--- config.mk ---
export PLATFORM = sky130hd
export DESIGN_NAME = ddr_if_2to5_rx
export DESIGN_NICKNAME = d
export VERILOG_FILES = /design/src/rtl/ddr_if_2to5_rx.sv
export SDC_FILE = /design/constraint.sdc
export NUM_CORES = 1
export LEC_CHECK = 0
export ABC_AREA = 0
export BUFFER_PORTS_ARGS = -buffer_cell sky130_fd_sc_hd__clkbuf_2
export CORE_ASPECT_RATIO = 1.5
export CORE_UTILIZATION = 60
export DETAILED_ROUTE_END_ITERATION = 16
export PLACE_DENSITY = 0.91
export SLEW_MARGIN = 20
export SYNTH_ARGS = -nofsm -noshare
export SYNTH_HDL_FRONTEND = slang
export SYNTH_SLANG_ARGS = --single-unit
--- constraint.sdc ---
create_clock -name clk -period 13.6 [get_ports clk]
set_input_delay 2.04 -clock clk [delete_from_list [all_inputs] [get_ports clk]]
set_output_delay 2.04 -clock clk [all_outputs]
set_load 0.05 [all_outputs]
--- src/rtl/ddr_if_2to5_rx.sv ---
// ddr_if_2to5_rx: receive gearbox for the 5:2 DDR link; aligns on TRAIN_WORD and rebuilds 5-word groups.
module ddr_if_2to5_rx #(
   parameter int               WIDTH      = 14,
   parameter logic [WIDTH-1:0] TRAIN_WORD = 14'h2B5A,
   parameter int               ERR_W      = 8
) (
   input  logic                   clk,
   input  logic                   reset_n,
   input  logic                   align_req,
   input  logic                   train_en,
   input  logic                   in_valid,
   input  logic [1:0][WIDTH-1:0]  in_data,
   output logic                   out_valid,
   output logic [4:0][WIDTH-1:0]  out_data,
   output logic                   locked,
   output logic                   align_err,
   output logic [ERR_W-1:0]       err_cnt
);
   typedef enum logic {HUNT, LOCKED} state_t;
   state_t                 state_q, state_d;
   logic [2:0]             cnt_q, cnt_d;
   logic [5:0][WIDTH-1:0]  sbuf_q, sbuf_d, ext;
   logic                   out_valid_q, out_valid_d;
   logic [4:0][WIDTH-1:0]  out_data_q, out_data_d;
   logic                   align_err_q, align_err_d;
   logic [ERR_W-1:0]       err_cnt_q, err_cnt_d;
   logic [1:0]             rst_sync_q, rst_sync_d;
   logic                   rst_n;
   logic                   grp;
   // Reset asserts asynchronously but is released on a clock edge.
   assign rst_sync_d = {rst_sync_q[0], 1'b1};
   assign rst_n      = rst_sync_q[1];
   always_ff @(posedge clk or negedge reset_n)
      if (!reset_n) rst_sync_q <= '0;
      else rst_sync_q <= rst_sync_d;
   always_ff @(posedge clk or negedge rst_n)
      if (!rst_n) begin
         state_q     <= HUNT;
         cnt_q       <= '0;
         sbuf_q      <= '0;
         out_valid_q <= 1'b0;
         out_data_q  <= '0;
         align_err_q <= 1'b0;
         err_cnt_q   <= '0;
      end else begin
         state_q     <= state_d;
         cnt_q       <= cnt_d;
         sbuf_q      <= sbuf_d;
         out_valid_q <= out_valid_d;
         out_data_q  <= out_data_d;
         align_err_q <= align_err_d;
         err_cnt_q   <= err_cnt_d;
      end
   always_comb begin
      state_d     = state_q;
      cnt_d       = cnt_q;
      sbuf_d      = sbuf_q;
      out_valid_d = 1'b0;
      out_data_d  = out_data_q;
      align_err_d = 1'b0;
      err_cnt_d   = err_cnt_q;
      ext         = sbuf_q;
      ext[cnt_q]        = in_data[0];
      ext[cnt_q + 3'd1] = in_data[1];
      grp         = cnt_q >= 3'd3;
      if (align_req) begin
         state_d = HUNT;
         cnt_d   = '0;
      end else if (in_valid && state_q == HUNT) begin
         if (in_data[0] == TRAIN_WORD) begin
            sbuf_d[1:0] = in_data;
            cnt_d       = 3'd2;
            state_d     = LOCKED;
         end else if (in_data[1] == TRAIN_WORD) begin
            sbuf_d[0] = in_data[1];
            cnt_d     = 3'd1;
            state_d   = LOCKED;
         end
      end else if (in_valid) begin
         if (!grp) begin
            sbuf_d = ext;
            cnt_d  = cnt_q + 3'd2;
         end else if (train_en && ext[0] != TRAIN_WORD) begin
            state_d     = HUNT;
            cnt_d       = '0;
            align_err_d = 1'b1;
            err_cnt_d   = &err_cnt_q ? err_cnt_q : err_cnt_q + 1'b1;
         end else begin
            out_valid_d = 1'b1;
            out_data_d  = ext[4:0];
            sbuf_d      = ext >> (5 * WIDTH);
            cnt_d       = cnt_q - 3'd3;
         end
      end
   end
   always_comb begin
      locked    = state_q == LOCKED;
      out_valid = out_valid_q;
      out_data  = out_data_q;
      align_err = align_err_q;
      err_cnt   = err_cnt_q;
   end
endmodule
## Yosys cells after proc, flatten, opt, wreduce, memory -nomap -nowiden

Cells that the tools add are included.

| operators by class | value |
|---|---|
| add/subtract/negate cells | 4 |
| order comparisons | 5 |
| equality and inequality tests | 8 |
| muxes and demuxes | 37 |
| bitwise logic cells | 5 |
| reduce and logical (&&, ||, !) cells | 16 |

Operators by type and width:

| cell | number |
|---|---|
| 84-bit bitwise mux | 2 |
| 84-bit 2-to-1 mux | 2 |
| 14-bit demux with 3-bit select | 2 |
| 14-bit 2-to-1 mux | 5 |
| 28-bit 2-to-1 mux | 2 |
| 14-bit equality test (second input constant) | 2 |
| 3-bit 2-to-1 mux | 7 |
| 1-bit 2-to-1 mux | 17 |
| 4-bit AND reduction | 4 |
| 14-bit inequality test (second input constant) | 1 |
| 3-bit nonzero test | 3 |
| 8-bit by 1-bit adder with 8-bit output (second input constant) | 1 |
| 3-bit by 4-bit < comparator with 1-bit output (second input constant) | 2 |
| 8-bit AND reduction | 1 |
| 3-bit by 1-bit >= comparator with 1-bit output (second input constant) | 2 |
| 6-bit AND reduction | 1 |
| 1-bit NOT | 5 |
| 5-bit AND reduction | 1 |
| 1-bit logical AND | 4 |
| 4-bit by 2-bit inequality test with 1-bit output (second input constant) | 1 |
| 3-bit by 1-bit adder with 3-bit output (second input constant) | 1 |
| 3-bit by 2-bit adder with 3-bit output (second input constant) | 1 |
| 3-bit by 2-bit >= comparator with 1-bit output (second input constant) | 1 |
| 3-bit by 1-bit inequality test with 1-bit output (second input constant) | 1 |
| other kinds (6) | 6 |

| storage, ports and cells | value |
|---|---|
| flip-flop bits (word level) | 170 |
| logic and storage cells | 92 |

## Depth between registers and ports, before layout

Gate-level depths: netlist (run 1).

| logic depth | value |
|---|---|
| word-level depth | 13 |
| depth in mapped cells | 13 |
| mapped depth without buffers | 8 |

## Worst setup path before layout (run 1)

OpenSTA, ideal clock, no wires.

| timing | value |
|---|---|
| path type | in2reg |
| start point | in in_data[24] (netlist name) |
| end point | reg sbuf_q[0] (netlist name) |
| setup time | 125 ps |
| data arrival time | 3885 ps |
| required time | 13475 ps |
| slack | 9590 ps |
| cell stages on the path | 8 |
| cells stage by stage | clkbuf_1 nand4bb_1 or4_1 nand3_1 nand2_1 a21oi_4 buf_6 mux2_2 |

| on the way | value |
|---|---|
| cells in the longest elaborated chain, start to end | 5 |

Ends and longest elaborated chain:

| item | RTL line | source |
|---|---|---|
| start: declaration | 12 | `input logic [1:0][WIDTH-1:0] in_data,` |
| 84-bit bitwise mux | 64 | `ext[cnt_q + 3'd1] = in_data[1];` |
| 14-bit inequality test | 83 | `end else if (train_en && ext[0] != TRAIN_WORD) begin` |
| 1-bit logical AND | 83 |  |
| 3-bit inequality test (no line) | n/a |  |
| 4-bit AND reduction (no line) * | n/a |  |
| end signal: assignment | 48 | `sbuf_q <= sbuf_d;` |
| end: declaration | 22 | `logic [5:0][WIDTH-1:0] sbuf_q, sbuf_d, ext;` |

Every way passes the cells marked *; elsewhere a longest branch is shown, timed or not.
A chain may end at the register's enable or synchronous reset.

## Worst setup path in the final report (run 1)

| timing | value |
|---|---|
| start point | in in_data[5] (netlist name) |
| end point | reg sbuf_q[44] (netlist name) |

| on the way | value |
|---|---|
| cells in the longest elaborated chain, start to end | 6 |

Ends and longest elaborated chain:

| item | RTL line | source |
|---|---|---|
| 84-bit bitwise mux | 63 | `ext[cnt_q] = in_data[0];` |
| 84-bit bitwise mux | 64 |  |
| 14-bit inequality test | 83 |  |
| 1-bit logical AND | 83 |  |
| 2-bit inequality test (no line) | n/a |  |
| 4-bit AND reduction (no line) | n/a |  |

No other way between the ends.

==> impl_results.md, run 1 <==
- Status: finished, final reports clean
- DIE AREA: 15200 um^2
- Number of buffers on the longest clock path: 2
- Unrepaired setup endpoints after global routing: false
- Hold-fix buffers at CTS: 0
- Synth Instances: 846
- Drt total wl: 26000 um
- Fraction of the cycle the final worst path needs: 32.6%
- Final count of negative-setup-slack endpoints: 0
- CP max FO: 55
- Internal: 1.02 mW
- WL/cell: 23.3 um
- Synth Cell Area: 8830 um^2
- # DRC: 0
- Vias/cell: 6.86
- Layout cells sized above 1: 22.4%
- Post-Synthesis Net Count: 885
- Minimum clock period: 4440 ps
- #FFs+latches synth: 170
- Number of iterations in the first detailed-routing pass: 6
- Post-cts sizing count: 0
- I/O Buffers: 113
- Max_cap viols: 0
- Initial antenna violation count: 0
- Top_reg_cell synth: dfrtp_1
- Static leakage: 4.70 nW
- Net Switching: 478 uW
- Yosys top cell area share: 48.2%
- Crit end category: flop
- DPL Wire Length: 16100 um
- Count leader, synth: dfrtp_1
- Row count: 53
- Largest net degree at the start of global routing: 87
- Number of synthesized flops with an enable pin: 0
- Highest clock rate: 225 MHz
- Power Dens Cells: 150 nW/um^2
- Total grt overflow: 0
- Vias in the first global route: 7674
- Synth unique cells: 57
- R2R depth: 11
- Initial drt markers: 748
- CTS tree: built
- Ant diodes: 0
- Comb power frac: 21.9%
- FFs w/ async S/R, synth: 100%
- WS Path Type: in2reg
- Worst Tran Pin Value: 1020 ps
- Routability Congestion: 0.947
- Num CTS Buffers: 17
- CP startpoint: in_data[5]
- Tot GR Track Use: 35.4%
- Worst-Skew Late Latency: 440 ps
- Arrival @ worst endpoint: 4710 ps
- Crit path launch type: input pin
- Synth top area cells: dfrtp_1 48%, a21oi_1 8.7%, a22o_1 6.2%
- Syn. warnings: 0
- Core area: 14200 um^2
- Die width: 101 um
- Post-CTS Setup Repair Bufs: 0
- Clk root buf: clkbuf_16
- Final Hold Fails: 0
- Max Slew Vio Count: 0
- Sequential Power Share: 42.7%
- Nets: 947
- Post-synth top area cell: dfrtp_1
- Worst-path clk slew: 70 ps
- Worst Clk Skew: 11.5 ps
- FF-to-FF Start: cnt_q[0]
- Max H-tree Level: 4
- Area Growth Syn to Fin: 12.7%
- Worst hold path class: reg2async
- Detail Route Antenna Nets: 0
- Share of total power in the clock network: 35.5%
- Sink Count: 170
- Reg2reg end: sbuf_q[44]
- R2r setup slk: 9470 ps
- Hold_ws: 356 ps
- Top cells by count, synth: 170 x dfrtp_1, 154 x a21oi_1, 63 x a22o_1, 58 x nand2_1, 46 x clkbuf_1
- DIE HEIGHT: 151 um
- First-pass GRT wire length: 40400 um
- Starting Density: 62.2%
- CP Data Required Time: 13870 ps
- Max transition margin: 31.7%
- I/O Pins: 114
- Switching Share: 32.0%
- DR vias: 7635
- Post-synthesis sequential area ratio: 48.2%
- Syn Area/Cell: 10.4 um^2
- Max VDD drop: 83.3 uV
- Post-route setup TNS: 0 ps
layout by cell type (no fill, tap or decap), types with 3 or more instances in the layout:
master	n
dfrtp_1	169
a21oi_1	154
clkbuf_2	113
a22o_1	63
nand2_1	57
o2bb2ai_1	43
mux2i_1	27
mux2_2	27
o21ai_0	25
mux2_1	21
nor2_1	17
clkbuf_16	17
inv_1	15
a22oi_1	14
a32o_1	13
buf_4	13
o22ai_1	8
a211o_1	7
xor2_1	7
ha_1	6
and3_1	5
and2_1	5
nor3_1	5
nor4_1	5
inv_6	5
nor2b_1	4
nand2b_1	4
nand4_1	4
bufinv_16	4
a31o_2	3
o32a_1	3
nand4bb_1	3
nand4b_1	3
or4_1	3
nor2_2	3
nand3_1	3
or3_1	3
a31oi_1	3
worst max-delay path: stages:
cell and delay [ps]:
clkbuf_2 170, or2_1 260, or4_1 520, nand3_2 110, a31o_2 170, buf_4 520, o21ai_4 300, buf_4 370
o2bb2ai_1 190
per-layer routing:
layer / up-vias / GRT usage, % / part of all wire, %
met1: 3669 / 42.7 / 36
met3: 145 / 6.78 / 9.4
met5: - / 0 / 0
met2: 537 / 56.3 / 48
met4: 0 / 25.8 / 6.6
li1: 3284 / - / -
sequential cells by signal, summed over array words and instances (netlist names):
name        flops
sbuf_q         84
out_data       70
err_cnt         8
cnt_q           3
rst_sync_q      2
align_err       1
locked          1
out_valid       1
power by group through the flow:
stage               sequential (mW)  combinational, mW  clock (mW)
finish                        0.637              0.327       0.530
global placement              0.638              0.302           0
detailed placement            0.641              0.312           0
floorplan                     0.672              0.196           0
global route                  0.644              0.351       0.552
CTS                           0.636              0.318       0.530
logic make-up after synthesis:
logic type | after synthesis | share of synthesized area (%)
buf+inv | 100 | 6.11
other cells | 1 | 0.0425
compound gates | 346 | 26.6
flops | 170 | 48.2
mux | 75 | 9.18
xor+xnor | 7 | 0.694
fa+ha+maj | 6 | 0.850
simple gates | 141 | 8.39
how the worst max path moves through the flow:
stage,endpoint,slack (ps),cells after the start
floorplan,align_err,8510,0
global placement,sbuf_q[59],8850,9
detailed placement,sbuf_q[55],8780,9
CTS,sbuf_q[44],9200,9
global route,sbuf_q[71],9060,9
finish,sbuf_q[44],9160,9
through the flow:
stage	instances	instance area [um^2]	total power [mW]	utilization, %	worst slack, ps
final	1113	9950	1.49	70.1	9160
after global routing	1113	9950	1.55	70.1	9060
after CTS	1112	9920	1.48	69.9	9200
after detailed placement	1080	9280	0.953	65.4	8780
after global placement	1080	9280	0.939	65.4	8850
after floorplan	846	8830	0.868	-	8510
cell type report:
class,instances,area (um^2)
repair buffers,128,694
fillers,1019,4240
multi-input cells,576,4060
inverters,15,56.3
well taps,192,240
clock inverters,14,205
flip-flops and latches,170,4260
clock buffers,18,429
No activity file was read; power rests on OpenSTA's default activity.
==> run 2: changes to the inputs <==
CORE_UTILIZATION = 58   (was 60)
PLACE_DENSITY = 0.89   (was 0.91)
clock period = 4.6 ns   (was 13.6 ns; I/O delays follow)
==> run 2 against run 1 <==
Compared with the run above:
- non-clock buffer count up 2
- clock skew down 2.5 ps
- worst setup slack worse by 8500 ps
- cell count up 0.54%
- global-route usage down 1.3 points
- combinational power rose to 2.9 times the previous value
- register-to-register slack worse by 8800 ps
- first-iteration DRC count up 12%
- count of clock-buffer cells in the layout unchanged
- via count up 0.43%
- worst hold slack worse by 330 ps
- critical path type is now reg2reg
- largest power group unchanged
==> impl_results.md, run 2 (synthesis gave the netlist of run 1 again) <==
- Vias in the first global route: 7459
- Number of buffers on the longest clock path: 2
- First-pass GRT wire length: 40600 um
- Starting Density: 59.9%
- Max_cap viols: 0
- FILL cells: 1141
- Placed Cells: 1087
- Area Growth Syn to Fin: 13.1%
- Clk root buf: clkbuf_16
- CP Data Required Time: 4960 ps
- Reg2reg end: out_data[41]
- Initial drt markers: 837
- Sink Count: 170
- Slowest cell delay on critical path: 650 ps
- CP Cell Sequence: buf_4, ha_1, ha_1, and3b_1, nor4b_1, a31o_2, a31o_2, and2_2, buf_4, mux2i_1
- Total grt overflow: 0
- Crit path launch type: flop
- Routability Congestion: 1.01
- # DRC: 0
- Row count: 54
- DPL Wire Length: 16700 um
- Layout cells sized above 1: 22.4%
- Die width: 103 um
- Status: finished, final reports clean
- Power, Total: 4.43 mW
- Num CTS Buffers: 17
- Commonest non-fill, non-tap cell in the layout: dfrtp_1
- Worst hold path class: in2async
- Minimum clock period: 3960 ps
- Biggest register: sbuf_q
- Max transition margin: 28.7%
- I/O Pins: 114
- R2R depth: 10
- Final count of negative-setup-slack endpoints: 0
- Post-route setup TNS: 0 ps
- Max Slew Vio Count: 0
- Tot GR Track Use: 34.1%
- Largest net degree at the start of global routing: 99
- WS Path Type: reg2reg
- Fraction of the cycle the final worst path needs: 86.0%
- Max H-tree Level: 4
- Hold_ws: 23.5 ps
- Static leakage: 4.71 nW
- Post-cts sizing count: 0
- Pre-CTS WS: 716 ps
- Worst-path clk slew: 70 ps
- Most frequent cells in the layout: 169 x dfrtp_1, 154 x a21oi_1, 113 x clkbuf_2
- Arrival @ worst endpoint: 4320 ps
- Cell at the slowest stage of the critical path: and2_2
- Max VDD drop: 233 uV
- Nets: 949
- Initial antenna violation count: 0
- Power Dens Cells: 443 nW/um^2
- Final Hold Fails: 0
- CTS tree: built
- I/O Buffers: 113
- Worst Tran Pin Value: 1070 ps
- Worst Clk Skew: 8.98 ps
- Vias/cell: 6.85
- WL/cell: 22.9 um
- Drt total wl: 25600 um
- DIE HEIGHT: 153 um
- Detail Route Antenna Nets: 0
- Multi-input logic area: 4060 um^2
- Register area: 4260 um^2
- Worst-Skew Late Latency: 440 ps
- Post-CTS Setup Repair Bufs: 0
- Core area: 14700 um^2
- R2r setup slk: 640 ps
- Ant diodes: 0
- Final Non-Filler Cells: 1119
- PnR worst setup slack: 643 ps
- Number of iterations in the first detailed-routing pass: 6
- FF-to-FF Start: cnt_q[0]
- CP max FO: 32
- DR vias: 7668
- DIE AREA: 15700 um^2
- Highest clock rate: 253 MHz
- Largest register FFs: 84
- Crit end category: flop
- Unrepaired setup endpoints after global routing: false
- Hold-fix buffers at CTS: 0
## run 2: cell types whose count changed in the layout (fill, tap and decap cells not counted), sizes merged
cell	delta
clkinv	+2
clkinvlp	+1
buf	+2
inv	-3
## run 2: routing by layer
metal	wire (um)	up-vias	track usage, %
li1	-	3283	-
met1	9570	3775	45.0
met2	12600	505	53.2
met3	2250	105	5.58
met4	1260	0	18.3
met5	0	-	0
## run 2: critical path, delay by kind of cell, from the launching register on
family	cells	cell delay [ps]
buffers and inverters	2	630
adders and majority gates	2	600
AOI/OAI and AO/OA	2	740
muxes	1	230
and+or+nand+nor	3	1280
DFF	1	360
## run 2: stage by stage
stage                     area, um^2  utilization, %
after floorplan                 8830               -
after detailed placement        9330            63.4
final                           9990            67.8
after CTS                       9990            67.8
after global routing            9990            67.8
after global placement          9330            63.4
## run 2: report_power, final
group          switching [mW]  total [mW]  internal, mW  leakage (nW)
Clock                   0.654        1.59         0.939         0.316
Sequential              0.158        1.88          1.72          2.26
Combinational           0.600       0.957         0.358          2.13
## run 2: final cells by class
class / count / share of cell area [%]
Clock buffer: 18 / 4.40
Clock inverter: 14 / 2.13
Inverter: 15 / 0.564
Multi-Input combinational cell: 576 / 40.6
Sequential cell: 170 / 42.6
Tap cell: 196 / 2.46
Timing Repair Buffer: 130 / 7.19
## run 2: how the worst max path moves through the flow
stage | slack, ps | to | cells after the start | from
after detailed placement | 720 | out_data[41] | 10 | cnt_q[0]
after floorplan | 1790 | align_err | 0 | rst_sync_q[1]
after global placement | 880 | out_data[41] | 10 | cnt_q[0]
after CTS | 720 | out_data[41] | 10 | cnt_q[0]
after global routing | 420 | out_data[41] | 10 | cnt_q[0]
final | 640 | out_data[41] | 10 | cnt_q[0]
==> run 3: changes to the inputs <==
CORE_ASPECT_RATIO = 0.9   (was 1.5)
==> run 3 against run 2 <==
Compared with the run above:
- routed wire length down 3.0%
- first-iteration DRC count decreased by 6.6%
- largest cell class unchanged
- via count down 1.5%
- core utilization fell by 0.76 points
- count of clock-buffer cells in the layout up 1
- clock skew shrank 0.96 ps
- cell area decreased by 0.86%
- register-to-register slack better by 440 ps
- combinational power hardly changed
- worst setup slack improved by 440 ps
- sequential cell count is the same
- largest power group unchanged
==> impl_results.md, run 3 (synthesis gave the netlist of run 1 again) <==
- Sink Count: 170
- DPL Wire Length: 15800 um
- Nets: 948
- Number of iterations in the first detailed-routing pass: 5
- Max Slew Vio Count: 0
- Die width: 132 um
- Total grt overflow: 0
- Post-route setup TNS: 0 ps
- I/O Buffers: 113
- Unrepaired setup endpoints after global routing: false
- Area Growth Syn to Fin: 12.1%
- Cell at the slowest stage of the critical path: dfrtp_1
- WS Path Type: reg2reg
- CP Cell Sequence: ha_1, ha_1, nand3b_1, buf_4, o32ai_1, a31o_2, a31o_2, buf_4, nor4_2, mux2_2
- Highest clock rate: 284 MHz
- Max VDD drop: 336 uV
- Most frequent cells in the layout: 169 x dfrtp_1, 154 x a21oi_1, 113 x clkbuf_2
- Layout cells sized above 1: 22.1%
- Worst-Skew Late Latency: 440 ps
- Power Dens Cells: 424 nW/um^2
- CP max FO: 54
- # DRC: 0
- CTS tree: built
- Post-CTS Setup Repair Bufs: 0
- Tot GR Track Use: 32.4%
- Initial antenna violation count: 0
- Hold-fix buffers at CTS: 0
- Worst Tran Pin Value: 1060 ps
- Initial drt markers: 782
- Vias/cell: 6.75
- DIE HEIGHT: 119 um
- Clk root buf: clkbuf_16
- Detail Route Antenna Nets: 0
- Core area: 14800 um^2
- Worst Clk Skew: 8.01 ps
- Row count: 42
- Bufs and invs on worst path: 2
- Final count of negative-setup-slack endpoints: 0
- Vias in the first global route: 7290
- Fraction of the cycle the final worst path needs: 76.5%
- Number of buffers on the longest clock path: 2
- Ant diodes: 0
- Routability Congestion: 0.918
- Worst hold path class: in2async
- Minimum clock period: 3520 ps
- First-pass GRT wire length: 39100 um
- CP Data Required Time: 4920 ps
- Status: finished, final reports clean
- Max transition margin: 28.8%
- DR vias: 7555
- Max_cap viols: 0
- Critical path's top delay family: compound AO/OA/AOI/OAI gates
- Largest net degree at the start of global routing: 169
- WL/cell: 22.2 um
- Drt total wl: 24900 um
- FILL cells: 1126
- Commonest non-fill, non-tap cell in the layout: dfrtp_1
- Starting Density: 59.8%
- Num CTS Buffers: 17
- Post-cts sizing count: 0
- Slowest cell delay on critical path: 560 ps
- Biggest register: sbuf_q
- Arrival @ worst endpoint: 3840 ps
- Crit end category: flop
- Worst-path clk slew: 60 ps
- I/O Pins: 114
- Final Hold Fails: 0
- Static leakage: 4.65 nW
- Crit path launch type: flop
- DIE AREA: 15700 um^2
- Multi-input logic area: 4060 um^2
- Max H-tree Level: 4
- Register area: 4260 um^2
- Hold_ws: 28.0 ps
- Largest register FFs: 84
- Power, Total: 4.19 mW
## run 3: layout make-up
cell class | instances | share of cell area (%)
Inverter | 15 | 0.569
Sequential cell | 170 | 43.0
Multi-Input combinational cell | 576 | 41.0
Tap cell | 198 | 2.50
Clock buffer | 19 | 4.37
Timing Repair Buffer | 129 | 7.30
Clock inverter | 13 | 1.21
## run 3: worst register-to-register path: stages (launching register included)
cell	delay (ps)
dfrtp_1	560
ha_1	300
ha_1	380
nand3b_1	130
buf_4	290
o32ai_1	130
a31o_2	290
a31o_2	270
buf_4	320
nor4_2	380
mux2_2	370
## run 3: where the power goes
part / switching [mW] / internal, mW / total [mW]
Combinational: 0.600 / 0.360 / 0.960
Clock: 0.622 / 0.748 / 1.37
Sequential: 0.143 / 1.72 / 1.86
## run 3: per-layer routing
layer  vias up  routed length, um  global-route usage, %
li1       3292                  -                      -
met1      3690              10200                   44.4
met2       477              10800                   47.2
met3        96               2800                   9.07
met4         0               1040                   16.1
met5         -                  0                      0
## run 3: per-stage QoR
stage | utilization (%) | worst slack [ps] | cell area [um^2] | instances
6_report | 67.1 | 1080 | 9900 | 1120
5_1_grt | 67.1 | 886 | 9900 | 1120
4_1_cts | 67.1 | 1150 | 9900 | 1120
3_5_place_dp | 63.3 | 1160 | 9350 | 1088
3_3_place_gp | 63.3 | 1200 | 9350 | 1088
2_1_floorplan | - | 1790 | 8830 | 846
## run 3: worst paths after layout
check	startpoint	cells past startpoint	slack, ps	endpoint
setup / recovery	cnt_q[0]	10	1080	err_cnt[1]
min in group clk	rst_sync_q[0]	0	360	rst_sync_q[1]
setup reg to reg	cnt_q[0]	10	1080	err_cnt[1]
hold / removal	reset_n	1	30	rst_sync_q[1]
max in group asynchronous	rst_sync_q[1]	1	3400	cnt_q[0]
hold reg to reg	rst_sync_q[0]	0	360	rst_sync_q[1]
